==> src/rtl/biriscv_inst_encoder.sv <==
// RV32I instruction assembler: checks and encodes commands into a PC-tagged output FIFO; optional M ops via BIRISCV_INST_ENC_MUL_EN.
// Accepted command appears on the outputs one edge later; cmd_ready_o drops while the FIFO is full, illegal commands are consumed and counted.
module biriscv_inst_encoder #(
   parameter int unsigned FIFO_DEPTH = 4,
   parameter logic [31:0] PC_RESET   = 32'h8000_0000
) (
   input  logic        clk_i,
   input  logic        rst_i,
   input  logic        cmd_valid_i,
   output logic        cmd_ready_o,
   input  logic [5:0]  cmd_op_i,
   input  logic [4:0]  cmd_rd_i,
   input  logic [4:0]  cmd_rs1_i,
   input  logic [4:0]  cmd_rs2_i,
   input  logic [31:0] cmd_imm_i,
   input  logic        pc_set_i,
   input  logic [31:0] pc_value_i,
   output logic        out_valid_o,
   input  logic        out_ready_i,
   output logic [31:0] out_pc_o,
   output logic [31:0] out_opcode_o,
   output logic        err_o,
   input  logic        err_clr_i,
   output logic [7:0]  drop_cnt_o
);
   localparam int unsigned AW = $clog2(FIFO_DEPTH);
   localparam int unsigned CW = AW + 1;
   localparam logic [CW-1:0] FULL = CW'(FIFO_DEPTH);

   localparam logic [6:0] OPC_OPIMM  = 7'b0010011;
   localparam logic [6:0] OPC_OP     = 7'b0110011;
   localparam logic [6:0] OPC_LUI    = 7'b0110111;
   localparam logic [6:0] OPC_AUIPC  = 7'b0010111;
   localparam logic [6:0] OPC_JAL    = 7'b1101111;
   localparam logic [6:0] OPC_JALR   = 7'b1100111;
   localparam logic [6:0] OPC_BRANCH = 7'b1100011;
   localparam logic [6:0] OPC_LOAD   = 7'b0000011;
   localparam logic [6:0] OPC_STORE  = 7'b0100011;

   typedef enum logic [2:0] {F_R, F_SH, F_I, F_S, F_B, F_U, F_J, F_FIX} fmt_e;

   logic [31:0]   pc_mem [FIFO_DEPTH];
   logic [31:0]   op_mem [FIFO_DEPTH];
   logic [AW-1:0] wr_ptr_q, rd_ptr_q;
   logic [CW-1:0] count_q, count_d;
   logic [31:0]   pc_q, pc_d, entry_pc;
   logic          err_q, err_d;
   logic [7:0]    drop_cnt_q, drop_cnt_d;

   logic          legal, accept, push, drop, pop;
   logic [31:0]   word, fix_word;
   fmt_e          fmt;
   logic [2:0]    f3;
   logic [6:0]    f7, opc;
   logic          ok_i, ok_sh, ok_u, ok_b, ok_j;

   // Range checks reduce to "upper bits are a pure sign extension"
   assign ok_i  = (cmd_imm_i[31:11] == '0) || (cmd_imm_i[31:11] == '1);
   assign ok_sh = (cmd_imm_i[31:5] == '0);
   assign ok_u  = (cmd_imm_i[11:0] == '0);
   assign ok_b  = ((cmd_imm_i[31:12] == '0) || (cmd_imm_i[31:12] == '1)) && !cmd_imm_i[0];
   assign ok_j  = ((cmd_imm_i[31:20] == '0) || (cmd_imm_i[31:20] == '1)) && !cmd_imm_i[0];

   always_comb begin
      legal    = 1'b0;
      fmt      = F_FIX;
      f3       = 3'd0;
      f7       = 7'd0;
      opc      = 7'd0;
      fix_word = 32'd0;
      case (cmd_op_i)
         6'd0:  begin fmt = F_I;  f3 = 3'd0; opc = OPC_OPIMM;  legal = ok_i;  end
         6'd1:  begin fmt = F_I;  f3 = 3'd7; opc = OPC_OPIMM;  legal = ok_i;  end
         6'd2:  begin fmt = F_I;  f3 = 3'd6; opc = OPC_OPIMM;  legal = ok_i;  end
         6'd3:  begin fmt = F_I;  f3 = 3'd4; opc = OPC_OPIMM;  legal = ok_i;  end
         6'd4:  begin fmt = F_I;  f3 = 3'd2; opc = OPC_OPIMM;  legal = ok_i;  end
         6'd5:  begin fmt = F_I;  f3 = 3'd3; opc = OPC_OPIMM;  legal = ok_i;  end
         6'd6:  begin fmt = F_SH; f3 = 3'd1; opc = OPC_OPIMM;  legal = ok_sh; end
         6'd7:  begin fmt = F_SH; f3 = 3'd5; opc = OPC_OPIMM;  legal = ok_sh; end
         6'd8:  begin fmt = F_SH; f3 = 3'd5; f7 = 7'h20; opc = OPC_OPIMM; legal = ok_sh; end
         6'd9:  begin fmt = F_U;  opc = OPC_LUI;   legal = ok_u; end
         6'd10: begin fmt = F_U;  opc = OPC_AUIPC; legal = ok_u; end
         6'd11: begin fmt = F_R;  f3 = 3'd0; opc = OPC_OP; legal = 1'b1; end
         6'd12: begin fmt = F_R;  f3 = 3'd0; f7 = 7'h20; opc = OPC_OP; legal = 1'b1; end
         6'd13: begin fmt = F_R;  f3 = 3'd2; opc = OPC_OP; legal = 1'b1; end
         6'd14: begin fmt = F_R;  f3 = 3'd3; opc = OPC_OP; legal = 1'b1; end
         6'd15: begin fmt = F_R;  f3 = 3'd4; opc = OPC_OP; legal = 1'b1; end
         6'd16: begin fmt = F_R;  f3 = 3'd6; opc = OPC_OP; legal = 1'b1; end
         6'd17: begin fmt = F_R;  f3 = 3'd7; opc = OPC_OP; legal = 1'b1; end
         6'd18: begin fmt = F_R;  f3 = 3'd1; opc = OPC_OP; legal = 1'b1; end
         6'd19: begin fmt = F_R;  f3 = 3'd5; opc = OPC_OP; legal = 1'b1; end
         6'd20: begin fmt = F_R;  f3 = 3'd5; f7 = 7'h20; opc = OPC_OP; legal = 1'b1; end
         6'd21: begin fmt = F_J;  opc = OPC_JAL; legal = ok_j; end
         6'd22: begin fmt = F_I;  f3 = 3'd0; opc = OPC_JALR; legal = ok_i; end
         6'd23: begin fmt = F_B;  f3 = 3'd0; opc = OPC_BRANCH; legal = ok_b; end
         6'd24: begin fmt = F_B;  f3 = 3'd1; opc = OPC_BRANCH; legal = ok_b; end
         6'd25: begin fmt = F_B;  f3 = 3'd4; opc = OPC_BRANCH; legal = ok_b; end
         6'd26: begin fmt = F_B;  f3 = 3'd5; opc = OPC_BRANCH; legal = ok_b; end
         6'd27: begin fmt = F_B;  f3 = 3'd6; opc = OPC_BRANCH; legal = ok_b; end
         6'd28: begin fmt = F_B;  f3 = 3'd7; opc = OPC_BRANCH; legal = ok_b; end
         6'd29: begin fmt = F_I;  f3 = 3'd0; opc = OPC_LOAD; legal = ok_i; end
         6'd30: begin fmt = F_I;  f3 = 3'd1; opc = OPC_LOAD; legal = ok_i; end
         6'd31: begin fmt = F_I;  f3 = 3'd2; opc = OPC_LOAD; legal = ok_i; end
         6'd32: begin fmt = F_I;  f3 = 3'd4; opc = OPC_LOAD; legal = ok_i; end
         6'd33: begin fmt = F_I;  f3 = 3'd5; opc = OPC_LOAD; legal = ok_i; end
         6'd34: begin fmt = F_S;  f3 = 3'd0; opc = OPC_STORE; legal = ok_i; end
         6'd35: begin fmt = F_S;  f3 = 3'd1; opc = OPC_STORE; legal = ok_i; end
         6'd36: begin fmt = F_S;  f3 = 3'd2; opc = OPC_STORE; legal = ok_i; end
         6'd37: begin fix_word = 32'h0000_0073; legal = 1'b1; end
         6'd38: begin fix_word = 32'h0010_0073; legal = 1'b1; end
         6'd39: begin fix_word = 32'h0000_100F; legal = 1'b1; end
`ifdef BIRISCV_INST_ENC_MUL_EN
         6'd40, 6'd41, 6'd42, 6'd43, 6'd44, 6'd45, 6'd46, 6'd47: begin
            fmt = F_R; f3 = cmd_op_i[2:0]; f7 = 7'b0000001; opc = OPC_OP; legal = 1'b1;
         end
`endif
         default: legal = 1'b0;
      endcase
   end

   always_comb begin
      case (fmt)
         F_R:     word = {f7, cmd_rs2_i, cmd_rs1_i, f3, cmd_rd_i, opc};
         F_SH:    word = {f7, cmd_imm_i[4:0], cmd_rs1_i, f3, cmd_rd_i, opc};
         F_I:     word = {cmd_imm_i[11:0], cmd_rs1_i, f3, cmd_rd_i, opc};
         F_S:     word = {cmd_imm_i[11:5], cmd_rs2_i, cmd_rs1_i, f3, cmd_imm_i[4:0], opc};
         F_B:     word = {cmd_imm_i[12], cmd_imm_i[10:5], cmd_rs2_i, cmd_rs1_i, f3,
                          cmd_imm_i[4:1], cmd_imm_i[11], opc};
         F_U:     word = {cmd_imm_i[31:12], cmd_rd_i, opc};
         F_J:     word = {cmd_imm_i[20], cmd_imm_i[10:1], cmd_imm_i[11], cmd_imm_i[19:12],
                          cmd_rd_i, opc};
         default: word = fix_word;
      endcase
   end

   assign cmd_ready_o  = (count_q != FULL);
   assign out_valid_o  = (count_q != '0);
   assign out_pc_o     = out_valid_o ? pc_mem[rd_ptr_q] : 32'd0;
   assign out_opcode_o = out_valid_o ? op_mem[rd_ptr_q] : 32'd0;
   assign err_o        = err_q;
   assign drop_cnt_o   = drop_cnt_q;

   assign accept   = cmd_valid_i & cmd_ready_o;
   assign push     = accept & legal;
   assign drop     = accept & ~legal;
   assign pop      = out_valid_o & out_ready_i;
   assign entry_pc = pc_set_i ? (pc_value_i & ~32'd3) : pc_q;

   always_comb begin
      count_d = count_q;
      if (push && !pop)      count_d = count_q + CW'(1);
      else if (pop && !push) count_d = count_q - CW'(1);

      // A dropped command with pc_set_i still loads the PC, it just does not advance it
      pc_d = pc_q;
      if (push)          pc_d = entry_pc + 32'd4;
      else if (pc_set_i) pc_d = pc_value_i & ~32'd3;

      err_d = err_q;
      if (err_clr_i) err_d = 1'b0;
      else if (drop) err_d = 1'b1;

      drop_cnt_d = drop_cnt_q;
      if (drop && drop_cnt_q != 8'hFF) drop_cnt_d = drop_cnt_q + 8'd1;
   end

   always_ff @(posedge clk_i) begin
      if (push && !rst_i) begin
         pc_mem[wr_ptr_q] <= entry_pc;
         op_mem[wr_ptr_q] <= word;
      end
   end

   always_ff @(posedge clk_i) begin
      if (rst_i) begin
         wr_ptr_q   <= '0;
         rd_ptr_q   <= '0;
         count_q    <= '0;
         pc_q       <= PC_RESET;
         err_q      <= 1'b0;
         drop_cnt_q <= 8'd0;
      end else begin
         if (push) wr_ptr_q <= wr_ptr_q + AW'(1);
         if (pop)  rd_ptr_q <= rd_ptr_q + AW'(1);
         count_q    <= count_d;
         pc_q       <= pc_d;
         err_q      <= err_d;
         drop_cnt_q <= drop_cnt_d;
      end
   end
endmodule

==> config.mk <==
export PLATFORM = sky130hd
export DESIGN_NAME = biriscv_inst_encoder
export DESIGN_NICKNAME = d
export VERILOG_FILES = /design/src/rtl/biriscv_inst_encoder.sv
export SDC_FILE = /design/constraint.sdc
export NUM_CORES = 1
export LEC_CHECK = 0
export CAP_MARGIN = 20
export CORE_UTILIZATION = 56
export DETAILED_ROUTE_END_ITERATION = 6
export GPL_TIMING_DRIVEN = 0
export PLACE_DENSITY_LB_ADDON = 0.1
export SETUP_SLACK_MARGIN = 0.15
export SLEW_MARGIN = 5
export SYNTH_ARGS = -nofsm -noshare
export SYNTH_HDL_FRONTEND = slang
export SYNTH_SLANG_ARGS = --single-unit
==> constraint.sdc <==
create_clock -name clk_i -period 5 [get_ports clk_i]
set_clock_uncertainty 0.2 [all_clocks]
set_input_delay 1 -clock clk_i [delete_from_list [all_inputs] [get_ports clk_i]]
set_output_delay 1 -clock clk_i [all_outputs]
set_load 0.01 [all_outputs]
==> impl_metrics.env <==
export IMPL_io_buffers=158
export IMPL_irDropWorstVdd_mv=0.335
export IMPL_std_cell_rows=57
export IMPL_worst_pin_slew_ps=942
export IMPL_critPathMaxStageDelay_ps=560
export IMPL_dpl_cell_count=1479
export IMPL_gp_congestion=0.901
export IMPL_combPwrFrac=0.257
export IMPL_hp_class="flop to flop"
export IMPL_hpwl_mm=24.1
export IMPL_p_int_mw=4.91
export IMPL_clock_latency_ps=560
export IMPL_period_share=0.940
export IMPL_fmax_ghz=0.213
export IMPL_cts_max_level=1
export IMPL_vias_per_cell=6.27
export IMPL_yosysTopAreaCellShare=0.545
export IMPL_pwr_share_seq=0.421
export IMPL_vias=9619
export IMPL_slowest_stage="clkdlybuf4s50_1"
export IMPL_synth_edf_count=252
export IMPL_cp_top_family="buffers and inverters"
export IMPL_cp_buffers_inverters=5
export IMPL_switching_share=0.268
export IMPL_top_level_ports=166
export IMPL_overflow=0
export IMPL_grt_pass1_vias=9391
export IMPL_yosysUniqueCellTypes=72
export IMPL_dpl_cell_area_mm2=0.0160
export IMPL_antenna_cells=0
export IMPL_grt_max_degree=43
export IMPL_violations="design-rule violations"
export IMPL_initialDrtViolationCount=1024
export IMPL_synth_seq_cells=302
export IMPL_antenna_found_initial=0
export IMPL_clkTransAtPathRegs_ps=70
export IMPL_start_util=0.571
export IMPL_rsz0062_at_grt="yes"
export IMPL_status="complete, but fails checks"
export IMPL_synth_area_mm2=0.0139
export IMPL_syn_nets=1092
export IMPL_synthArstFlopShare=0
export IMPL_setup_tns_ps=0
export IMPL_yosys_top_cells_count="252 x edfxtp_1, 68 x and2_1, 63 x mux4_2"
export IMPL_path_max_fanout=10
export IMPL_die_h_um=159
export IMPL_drc=1
export IMPL_drtAntennaViolNets=0
export IMPL_die_x_um=159
export IMPL_wl_per_cell_um=22.9
export IMPL_avgSynthCellArea_um2=14.0
export IMPL_design_area_mm2=0.0169
export IMPL_syn2layout_area_growth_pct=22.1
export IMPL_grtUsageTotal=0.279
export IMPL_dieArea_mm2=0.0254
export IMPL_numCtsBuffers=29
export IMPL_grt_pass1_wl_mm=54.4
export IMPL_synth_most_common_cell="edfxtp_1"
export IMPL_cpMostUsedCell="a21oi_1"
export IMPL_totalWireLength_mm=35.1
export IMPL_cts_max_path_buffers=3
export IMPL_crit_arrival_ps=4990
export IMPL_first_pass_iters=7
export IMPL_syn_inst=993
export IMPL_ys_seq_area_frac=0.617
export IMPL_setup_viol=0
export IMPL_stdcell_count=1533
export IMPL_synth_area_leaders="edfxtp_1 55%, mux4_2 10%, dfxtp_1 7.2%"
export IMPL_synth_warnings=0
export IMPL_nets=1285
export IMPL_ys_flop_type="edfxtp_1"
export IMPL_drive_above_1_share=0.136
export IMPL_post_cts_buffers=0
export IMPL_maxSlewHeadroom=0.356
export IMPL_powerDensity_mw_per_mm2=396
export IMPL_p_sw_mw=1.80
export IMPL_cts_tree="built"
export IMPL_critPathRequiredTime_ps=5290
export IMPL_fin_crit_ps=4700
export IMPL_p_clk_frac=0.322
export IMPL_worstSetupPathType="primary input to flop"
export IMPL_coreArea_mm2=0.0243
export IMPL_root_buffer="clkbuf_16"
export IMPL_drv_slew=0
export IMPL_startpoint_type="primary input"
export IMPL_p_leak_nw=5.73
export IMPL_cts_sinks=302
export IMPL_cap_violations=0
export IMPL_report_final_hold_viol_count=0
export IMPL_worstSetupEndpointType="flop"
export IMPL_crit_chain="clkdlybuf4s50_1 -> buf_2 -> clkbuf_1 -> and3b_1 -> o21ai_0 -> a21oi_1 -> nor3_1 -> o211a_1 -> buf_6 -> nor2_1 -> ha_1 -> inv_1 -> fa_1 -> xor2_1 -> or3_1 -> a21oi_1"
export IMPL_yosys_area_top_type="edfxtp_1"
-- metrics by stage --
stage	power [mW]	util	setup slack, ps	hold slack, ps
after floorplan	3.79	-	237	267
after global routing	6.96	0.696	136	336
after CTS	6.74	0.696	235	314
final	6.71	0.696	300	319
after global placement	4.58	0.652	-1930	286
after detailed placement	4.60	0.658	-316	302
-- worst paths after layout --
check	startpoint	end	slack [ps]	cells past startpoint
worst max-delay path	cmd_op_i[1]	count_q[2]$_SDFFE_PP0P_	300	16
worst min-delay path	drop_cnt_o[1]$_SDFFE_PP0P_	drop_cnt_o[1]$_SDFFE_PP0P_	320	2
worst max register to register	count_q[0]$_SDFFE_PP0P_	count_q[2]$_SDFFE_PP0P_	1790	11
worst min register to register	drop_cnt_o[1]$_SDFFE_PP0P_	drop_cnt_o[1]$_SDFFE_PP0P_	320	2
-- metal layers --
metal	vias to the layer above	share of wire	global-route usage
li1	4285	-	-
met1	4782	0.42	0.402
met2	479	0.47	0.441
met3	73	0.077	0.0425
met4	0	0.029	0.0870
met5	-	0	0
-- flip-flops by register name, summed over array words and instances, names as in the netlist, named ones only --
name	flops
count_q	3
drop_cnt_o	8
err_o	1
op_mem	124
pc_mem	128
pc_q	32
rd_ptr_q	2
wr_ptr_q	2
-- power by group through the flow --
stage               Clock (mW)  Sequential, mW  Combinational (mW)
floorplan                    0            2.87               0.915
global placement             0            2.87                1.71
detailed placement           0            2.87                1.72
CTS                       2.18            2.82                1.74
global route              2.28            2.83                1.86
finish                    2.16            2.82                1.72
-- worst register-to-register path: cells and delay by family, from the launching register on --
kind | cells | cell delay (ps)
DFF | 1 | 410
AOI/OAI and AO/OA | 1 | 150
adders and majority gates | 2 | 660
buffers and inverters | 2 | 340
and+or+nand+nor | 5 | 1230
xor gates and xnor gates | 1 | 160
-- kinds of logic (layout without fill, tap and decap cells) --
family | Yosys count | count (layout) | share of synthesized area
adder cells (fa/ha/maj) | 8 | 8 | 0.00775
XOR/XNOR | 7 | 7 | 0.00442
flip-flops | 302 | 302 | 0.617
buffers and inverters | 99 | 315 | 0.0297
AO/OA/AOI/OAI | 154 | 154 | 0.0808
AND/OR/NAND/NOR | 320 | 320 | 0.127
multiplexers | 103 | 103 | 0.133
-- placed cells by master (no fill, tap or decap), types with 6 or more instances in the layout --
master / count
nor2_1: 46
clkdlybuf4s50_1: 158
inv_1: 30
nand4_1: 19
mux2i_1: 21
dfxtp_1: 50
mux2_2: 19
and4_1: 6
buf_1: 12
mux4_2: 63
ha_1: 7
a31oi_1: 9
or3_1: 8
a31o_2: 7
nor2b_1: 19
nand3_1: 22
buf_2: 11
clkbuf_1: 47
o21ai_0: 20
o31ai_1: 9
nor3_1: 25
clkbuf_16: 29
a21oi_1: 36
nand2_1: 53
a22o_1: 14
and2_1: 68
nor4_1: 13
a222oi_1: 9
edfxtp_1: 252
and3_1: 8
-- area by class of cell --
class                   count  area, um2
clock inverters            11        124
plain buffers              67        294
flip-flops and latches    302       8570
fillers                  1744       7380
multi-input cells         592       4920
inverters                  32        120
clock buffers              43        818
repair buffers            162       1690
well taps                 324        405
-- what timing repair did --
action | CTS | global route
endpoints found under the setup margin | 0 | 3
resized for setup | 0 | 5
hold buffers | 0 | 0
(Power assumes the default switching activity.)
